===== src/rtl/timer_dev_pkg.sv =====
// timer_dev_pkg: shared definitions for the interval timer.
//   - register word offsets seen on addr[3:2]
//   - CTRL bit positions and MODE encodings
//   - 2-bit FSM state encoding
//   - helper that decodes MODE (1x behaves as one-shot)
package timer_dev_pkg;

    localparam logic [1:0] ADDR_CTRL   = 2'd0;
    localparam logic [1:0] ADDR_PRESET = 2'd1;
    localparam logic [1:0] ADDR_COUNT  = 2'd2;

    localparam int CTRL_W       = 4;
    localparam int CTRL_EN      = 0;
    localparam int CTRL_MODE_LO = 1;
    localparam int CTRL_MODE_HI = 2;
    localparam int CTRL_IM      = 3;

    localparam logic [1:0] MODE_ONESHOT  = 2'b00;
    localparam logic [1:0] MODE_PERIODIC = 2'b01;

    typedef enum logic [1:0] {
        ST_IDLE = 2'd0,
        ST_LOAD = 2'd1,
        ST_CNT  = 2'd2,
        ST_INT  = 2'd3
    } state_t;

    // Only the exact 01 encoding reloads; every other value is one-shot.
    function automatic logic is_periodic(input logic [1:0] mode);
        return (mode == MODE_PERIODIC);
    endfunction

endpackage


===== src/rtl/timer_dev.sv =====
// timer_dev: memory-mapped programmable down-counting interval timer.
// Counts down from PRESET and raises irq on expiry; one-shot mode holds
// irq until any bus write, periodic mode pulses irq for one cycle and reloads.
// Ports:
//   clk   - system clock, all state on posedge
//   rst   - synchronous active-high reset
//   we    - bus write strobe
//   addr  - word select: 0 CTRL, 1 PRESET, 2 COUNT (read-only), 3 reserved
//   din   - write data
//   dout  - combinational read data for addr
//   irq   - interrupt request (state INT and CTRL.IM)
module timer_dev
    import timer_dev_pkg::*;
#(
    parameter int CNT_WIDTH = 32
) (
    input  logic        clk,
    input  logic        rst,
    input  logic        we,
    input  logic [3:2]  addr,
    input  logic [31:0] din,
    output logic [31:0] dout,
    output logic        irq
);

    logic [CTRL_W-1:0]    r_ctrl;
    logic [CNT_WIDTH-1:0] r_preset;
    logic [CNT_WIDTH-1:0] r_count;
    state_t               r_state;
    state_t               w_next_state;

    logic [1:0] w_mode;
    logic       w_en;
    logic       w_cnt_zero;
    logic       w_oneshot_expire;

    assign w_mode     = r_ctrl[CTRL_MODE_HI:CTRL_MODE_LO];
    assign w_en       = r_ctrl[CTRL_EN];
    assign w_cnt_zero = (r_count == '0);

    // Edge on which a one-shot run enters INT; EN self-clears on this edge.
    assign w_oneshot_expire = (r_state == ST_CNT) && w_en && w_cnt_zero &&
                              !is_periodic(w_mode);

    // State register with the down-counter alongside it.
    always_ff @(posedge clk) begin
        if (rst) begin
            r_state <= ST_IDLE;
            r_count <= '0;
        end else begin
            r_state <= w_next_state;
            case (r_state)
                ST_LOAD: r_count <= r_preset;
                ST_CNT: begin
                    // Clearing EN freezes COUNT where it is.
                    if (w_en && !w_cnt_zero)
                        r_count <= r_count - CNT_WIDTH'(1);
                end
                default: ;
            endcase
        end
    end

    // Next-state logic.
    always_comb begin
        w_next_state = r_state;
        case (r_state)
            ST_IDLE: if (w_en) w_next_state = ST_LOAD;
            ST_LOAD: w_next_state = ST_CNT;
            ST_CNT: begin
                if (!w_en)
                    w_next_state = ST_IDLE;
                else if (w_cnt_zero)
                    w_next_state = ST_INT;
            end
            ST_INT: begin
                // Mode is sampled here, so a change made during CNT applies now.
                if (is_periodic(w_mode))
                    w_next_state = ST_LOAD;
                else if (we)
                    w_next_state = ST_IDLE;
            end
            default: w_next_state = ST_IDLE;
        endcase
    end

    // Bus-writable registers. A CPU CTRL write beats the FSM's EN clear.
    always_ff @(posedge clk) begin
        if (rst) begin
            r_ctrl   <= '0;
            r_preset <= '0;
        end else begin
            if (we && (addr == ADDR_CTRL))
                r_ctrl <= din[CTRL_W-1:0];
            else if (w_oneshot_expire)
                r_ctrl[CTRL_EN] <= 1'b0;

            if (we && (addr == ADDR_PRESET))
                r_preset <= din[CNT_WIDTH-1:0];
        end
    end

    // Outputs.
    always_comb begin
        irq  = (r_state == ST_INT) && r_ctrl[CTRL_IM];
        dout = '0;
        case (addr)
            ADDR_CTRL:   dout = 32'(r_ctrl);
            ADDR_PRESET: dout = 32'(r_preset);
            ADDR_COUNT:  dout = 32'(r_count);
            default:     dout = '0;
        endcase
    end

endmodule


===== config.mk =====
export PLATFORM = sky130hd
export DESIGN_NAME = timer_dev
export DESIGN_NICKNAME = d
export VERILOG_FILES = /design/src/rtl/timer_dev_pkg.sv /design/src/rtl/timer_dev.sv
export SDC_FILE = /design/constraint.sdc
export NUM_CORES = 1
export LEC_CHECK = 0
export CAP_MARGIN = 20
export CORE_ASPECT_RATIO = 0.9
export CORE_MARGIN = 10
export CORE_UTILIZATION = 55
export CTS_BUF_LIST = sky130_fd_sc_hd__clkbuf_4 sky130_fd_sc_hd__clkbuf_8 sky130_fd_sc_hd__clkbuf_16
export CTS_CLUSTER_SIZE = 30
export DETAILED_ROUTE_END_ITERATION = 7
export HOLD_SLACK_MARGIN = 0.03
export PLACE_DENSITY = 0.94
export SYNTH_ARGS = -nofsm -noshare
export SYNTH_HDL_FRONTEND = slang
export SYNTH_SLANG_ARGS = --single-unit

===== constraint.sdc =====
create_clock -name clk -period 4.83 [get_ports clk]
set_clock_uncertainty 0.1 [all_clocks]
set_input_delay 1.449 -clock clk [delete_from_list [all_inputs] [get_ports clk]]
set_output_delay 1.449 -clock clk [all_outputs]
set_load 0.005 [all_outputs]

==> impl_metrics.yaml, run 1 <==
timing:
  setup_total_negative_slack_ps: 0
  worst-slew-pin-transition_ps: 1099
  worst_slew_margin_rel_pct: 26.76
  slew_viol_final: 0
  timing_hold_violations_final: 0
  share_of_the_clock_period_used_by_the_worst_path_after_layout_pct: 97.09
  maxClockFrequency_ghz: 0.2132
  setup_viol: 0
  post-route-min-period_ps: 4690
  rsz_0062_raised_after_global_routing: "no"
placement:
  port_buffers: 69
  hpwl_mm: 8.289
  place.gp.congestion: 0.9461
clock_tree:
  tritoncts.num_buffers: 9
  tritoncts_clock_tree: "built"
  cts_buffer_depth: 2
  clk_pin_slew_worst_paths_ps: 70
  post_cts_hold_buffer_count: 0
  clock_insertion_delay_at_the_later_pin_of_the_skew_report_ps: 360
  clock-root-buffer: "clkbuf_8"
  cts_num_sinks: 70
  ctsHtreeMaxLevel: 3
worst_setup_path:
  worstPathRequired_ps: 3280
  critical-path-top-delay-family: "buffers and inverters"
  worstPathMaxFanout: 28
  timing.critical_path.slowest_stage_cell: "clkdlybuf4s50_1"
  timing_worst_setup_path_type: "primary input to primary output"
  cp_data_arrival_time_ps: 3140
  cp_slowest_stage_delay_ps: 560
  critical_path.cell_chain: "clkdlybuf4s50_1 -> nor2b_2 -> buf_12 -> a22o_1 -> clkdlybuf4s50_1"
  cp.buffers_inverters: 3
  crit_path_end_kind: "primary output"
  crit_top_cell: "clkdlybuf4s50_1"
  critical_path.startpoint_type: "primary input"
cells_and_area:
  synthToLayoutAreaGrowth_pct: 24.34
  fillers: 571
  layout.area.seq_sq_um: 1401
  final_cell_mix: "nand2_1, dfxtp_1, a21oi_1, clkdlybuf4s50_1, a22o_1"
  layout.core_utilization_pct: 70.00
  antenna_cells: 0
  mostFrequentLayoutCell: "nand2_1"
  final_layout_size_suffix_gt1_share_pct: 7.500
  multiInputGateArea_sq_um: 2344
  layout.nets: 593
detailed_routing:
  drt-pass1-iter-count: 6
  post-route-drc-count: 0
  routed_antenna_nets: 0
  first_iter_violations: 553
  drt_total_wl_mm: 12.59
  via_count: 4417
  vias_per_cell: 6.764
  detail_route.wl_per_cell_um: 19.27
global_routing:
  antenna_violations_before_repair: 0
  grt_max_degree: 66
  grt_overflow_total: 0
  first_global_vias: 4186
  grt_pass1_wl_mm: 20.47
  global_route.usage.total_pct: 22.51
floorplanning:
  die_w_um: 109.5
  core_sq_um: 7039
  starting_density_pct: 56.29
  die_height_um: 100.5
  ios: 70
  die_area_sq_um: 11000
  num_rows: 29
synthesis:
  top_flip_flop_cell_by_instance_count_after_synthesis: "dfxtp_1"
  netlist_instances: 513
  netlist.area_leader.share_pct: 35.36
  yosys-top-cells-area: "dfxtp_1, a21oi_1, nand2_1, a22o_1, o31ai_1"
  seq_area_frac_synth_pct: 35.36
  ys_ff_latch: 70
  synth_enable_flop_cells: 0
  ys_types: 55
  async_flop_share_pct: 0
  synth_area_per_cell_sq_um: 7.724
  synth.largest_area_cell: "dfxtp_1"
  syn_nets: 551
  synth-warning-count: 0
  syn_area_sq_um: 3963
hold_path:
  hold_path.class: "flop to flop"
power:
  vdd_ir_drop_max_mv: 0.2364
  cellPowerDensity_nw_per_um2: 262.5
  static-leakage-power_nw: 1.687
outcome:
  run_status: "complete, no violations"
job:
  drv.max_cap_violation_count: 0
-- report_power, final --
| part | switching, W | leakage, nW | internal [W] |
|---|---|---|---|
| Sequential | 0.0000119 | 0.566 | 0.000588 |
| Clock | 0.000233 | 0.116 | 0.000319 |
| Combinational | 0.0000786 | 1.01 | 0.0000633 |
| Total | 0.000323 | 1.69 | 0.000970 |
-- what timing repair did --
action | 4_1_cts | 5_1_grt
setup buffers | 0 | 0
resized for setup | 0 | 2
endpoints found under the setup margin | 0 | 6
-- logic make-up (layout without fill, tap and decap cells) --
logic type | count (synthesis) | count (layout) | share of synthesized area (%)
flops | 70 | 70 | 35.36
fa+ha+maj | 1 | 1 | 0.3157
simple gates | 191 | 191 | 23.65
compound gates | 187 | 187 | 32.93
mux | 7 | 7 | 1.768
buf+inv | 57 | 104 | 5.968
-- sequential cells by signal, indices dropped and copies added, names as in the netlist --
name / count
r_state: 2
r_count: 32
r_preset: 32
r_ctrl: 4
-- cells in the mapped netlist (all sizes together) (2+ instances only) --
library cell  instances
mux2i                 7
nor4                 10
and2                  3
a41oi                 2
and4                  2
a32oi                 2
a31oi                 9
inv                   7
nor2b                 6
a21oi                68
a22o                 33
clkbuf               38
o211ai                2
nor3                 11
o31ai                22
dfxtp                70
or4                   6
a221o                 2
o311ai               20
buf                  12
nand2                90
a21boi                2
nor4b                 2
nand3                 6
nand2b                5
nor2                 26
a22oi                 6
nand4                11
and3                  8
o21ai                 5
o32ai                 3
-- area by class of cell --
class / count / share of cell area [%]
Sequential cell: 70 / 28.44
Clock inverter: 5 / 1.651
Multi-Input combinational cell: 386 / 47.56
Timing Repair Buffer: 81 / 16.38
Clock buffer: 11 / 3.073
Tap cell: 93 / 2.362
Inverter: 7 / 0.5333
-- metal layers --
layer / track usage, % / part of all wire, % / routed length [um] / vias to the layer above
met3: 6.202 / 11 / 1445 / 56
met5: 0 / 0 / 0 / -
met2: 35.75 / 46 / 5729 / 274
met1: 27.81 / 39 / 4949 / 2055
met4: 9.800 / 3.7 / 460 / 0
li1: - / - / - / 2032
-- per-stage QoR --
stage	instances	area (sq um)	power, W	hold slack [ps]	worst slack [ps]
CTS	652	4908	0.001285	375.7	48.31
global route	653	4927	0.001330	398.6	31.35
finish	653	4927	0.001293	373.2	140.4
global placement	636	4676	0.0007440	360.9	140.2
detailed placement	636	4676	0.0007485	365.1	64.38
floorplan	513	3963	0.0006866	345.0	664.1
-- tightest hold or removal path, delay by kind of cell, from the launching register on --
family,cells,cell delay [ps]
flops,1,320
simple gates,1,50
compound gates,1,50
-- path summary, 6_finish.rpt --
path / from / slack [ps] / cells after the start / end
hold / removal: r_preset[31] / 370 / 2 / r_preset[31]
setup reg to reg: r_count[3] / 1600 / 6 / r_count[14]
setup / recovery: addr[3] / 140 / 5 / dout[25]
hold reg to reg: r_preset[31] / 370 / 2 / r_preset[31]
Note: power is estimated with default switching activity, not from simulation.
==> run 2, diff against run 1 <==
--- a/config.mk
+++ b/config.mk
@@ -9,11 +9,11 @@
 export CORE_ASPECT_RATIO = 0.9
 export CORE_MARGIN = 10
 export CORE_UTILIZATION = 55
-export CTS_BUF_LIST = sky130_fd_sc_hd__clkbuf_4 sky130_fd_sc_hd__clkbuf_8 sky130_fd_sc_hd__clkbuf_16
 export CTS_CLUSTER_SIZE = 30
 export DETAILED_ROUTE_END_ITERATION = 7
 export HOLD_SLACK_MARGIN = 0.03
 export PLACE_DENSITY = 0.94
+export RECOVER_POWER = 50
 export SYNTH_ARGS = -nofsm -noshare
 export SYNTH_HDL_FRONTEND = slang
 export SYNTH_SLANG_ARGS = --single-unit
==> impl_metrics.yaml, run 2 (synthesis gave the netlist of run 1 again) <==
floorplanning:
  die_height_um: 100.5
  die_area_sq_um: 11000
  core_sq_um: 7039
  die_w_um: 109.5
  ios: 70
  starting_density_pct: 56.29
  num_rows: 29
timing:
  worst-slew-pin-transition_ps: 1126
  share_of_the_clock_period_used_by_the_worst_path_after_layout_pct: 97.64
  post-route-min-period_ps: 4716
  worst_slew_margin_rel_pct: 24.96
  timing_hold_violations_final: 0
  slew_viol_final: 0
  post-route-worst-setup-slack_ps: 113.9
  maxClockFrequency_ghz: 0.2120
  setup_total_negative_slack_ps: 0
  setup_viol: 0
  rsz_0062_raised_after_global_routing: "no"
clock_tree:
  clock_insertion_delay_at_the_later_pin_of_the_skew_report_ps: 350
  cts_buffer_depth: 2
  post_cts_hold_buffer_count: 0
  cts.repair_timing.setup_buffer_count: 0
  tritoncts_clock_tree: "built"
  tritoncts.num_buffers: 9
  cts_num_sinks: 70
  clk_pin_slew_worst_paths_ps: 70
  clock-root-buffer: "clkbuf_8"
  ctsHtreeMaxLevel: 3
placement:
  placed_area_sq_um: 4676
  port_buffers: 69
  place.gp.congestion: 0.9461
  hpwl_mm: 8.289
  detailedPlace.worstSlack_ps: 64.38
  dp.cells: 636
cells_and_area:
  mostFrequentLayoutCell: "nand2_1"
  final_cell_mix: "nand2_1, dfxtp_1, a21oi_1"
  finish.instance_area_sq_um: 4906
  finalNonFillerCells: 653
  synthToLayoutAreaGrowth_pct: 23.81
  layout_top_registers: "r_count (32), r_preset (32), r_ctrl (4)"
  layout.nets: 593
  antenna_cells: 0
  final_layout_size_suffix_gt1_share_pct: 6.607
worst_setup_path:
  critical_path.startpoint_type: "primary input"
  worstPathMaxFanout: 8
  worstPathRequired_ps: 3280
  timing_worst_setup_path_type: "primary input to primary output"
  crit_path_end_kind: "primary output"
  cp_data_arrival_time_ps: 3170
detailed_routing:
  via_count: 4377
  first_iter_violations: 451
  routed_antenna_nets: 0
  post-route-drc-count: 0
  vias_per_cell: 6.703
  drt_total_wl_mm: 12.68
  detail_route.wl_per_cell_um: 19.42
  drt-pass1-iter-count: 6
global_routing:
  grtUsageMet1_pct: 27.81
  grt.met3_usage_pct: 6.202
  global_route.usage.total_pct: 22.51
  use_met2_pct: 35.75
  grt_max_degree: 66
  grt_pass1_wl_mm: 20.47
  first_global_vias: 4186
  antenna_violations_before_repair: 0
  grt_overflow_total: 0
  globalRoute.busiestLayer: "met2"
power:
  static-leakage-power_nw: 1.679
  post-layout-total-power_w: 0.001289
  cellPowerDensity_nw_per_um2: 262.8
  vdd_ir_drop_max_mv: 0.2381
job:
  drv.max_cap_violation_count: 0
outcome:
  run_status: "complete, no violations"
hold_path:
  hold_path.class: "flop to flop"
[run 2: worst paths after layout]
path	startpoint	end	slack, ps	cells past startpoint
worst max-delay path	addr[3]	dout[1]	110	6
worst max register to register	r_count[3]	r_count[14]	690	6
worst min-delay path	r_preset[31]	r_preset[31]	370	2
worst min register to register	r_preset[31]	r_preset[31]	370	2
[run 2: repair_timing]
item	4_1_cts	5_1_grt
resized for setup	0	2
endpoints found under the setup margin	0	6
hold endpoints to repair	0	0
[run 2: layout make-up]
cell class / instances / area (sq um)
clock inverter: 5 / 81.33
multi-input combinational: 386 / 2330
sequential: 70 / 1401
inverter: 7 / 26.28
tap: 93 / 116.4
timing repair buffer: 81 / 799.5
fill: 578 / 2133
clock buffer: 11 / 151.4
[run 2: critical path: stages]
cell,delay (ps)
clkdlybuf4s50_1,460
nor2b_1,280
buf_4,230
nand2_1,60
o21ai_0,100
clkdlybuf4s50_1,590
[run 2: layer usage]
metal,part of all wire [%],vias up
met5,0,-
met4,3.0,0
met3,12,47
met2,46,284
met1,39,2024
li1,-,2022
[run 2: through the flow]
stage	hold slack (ps)	util (%)
floorplan	345.0	-
global placement	360.9	66.42
finish	373.4	69.69
global route	398.6	69.69
CTS	375.7	69.73
detailed placement	365.1	66.42
[run 2: power by group]
| group | switching [W] | leakage (nW) | internal, W |
|---|---|---|---|
| Combinational | 0.0000780 | 0.997 | 0.0000619 |
| Clock | 0.000231 | 0.116 | 0.000319 |
| Sequential | 0.0000118 | 0.566 | 0.000588 |
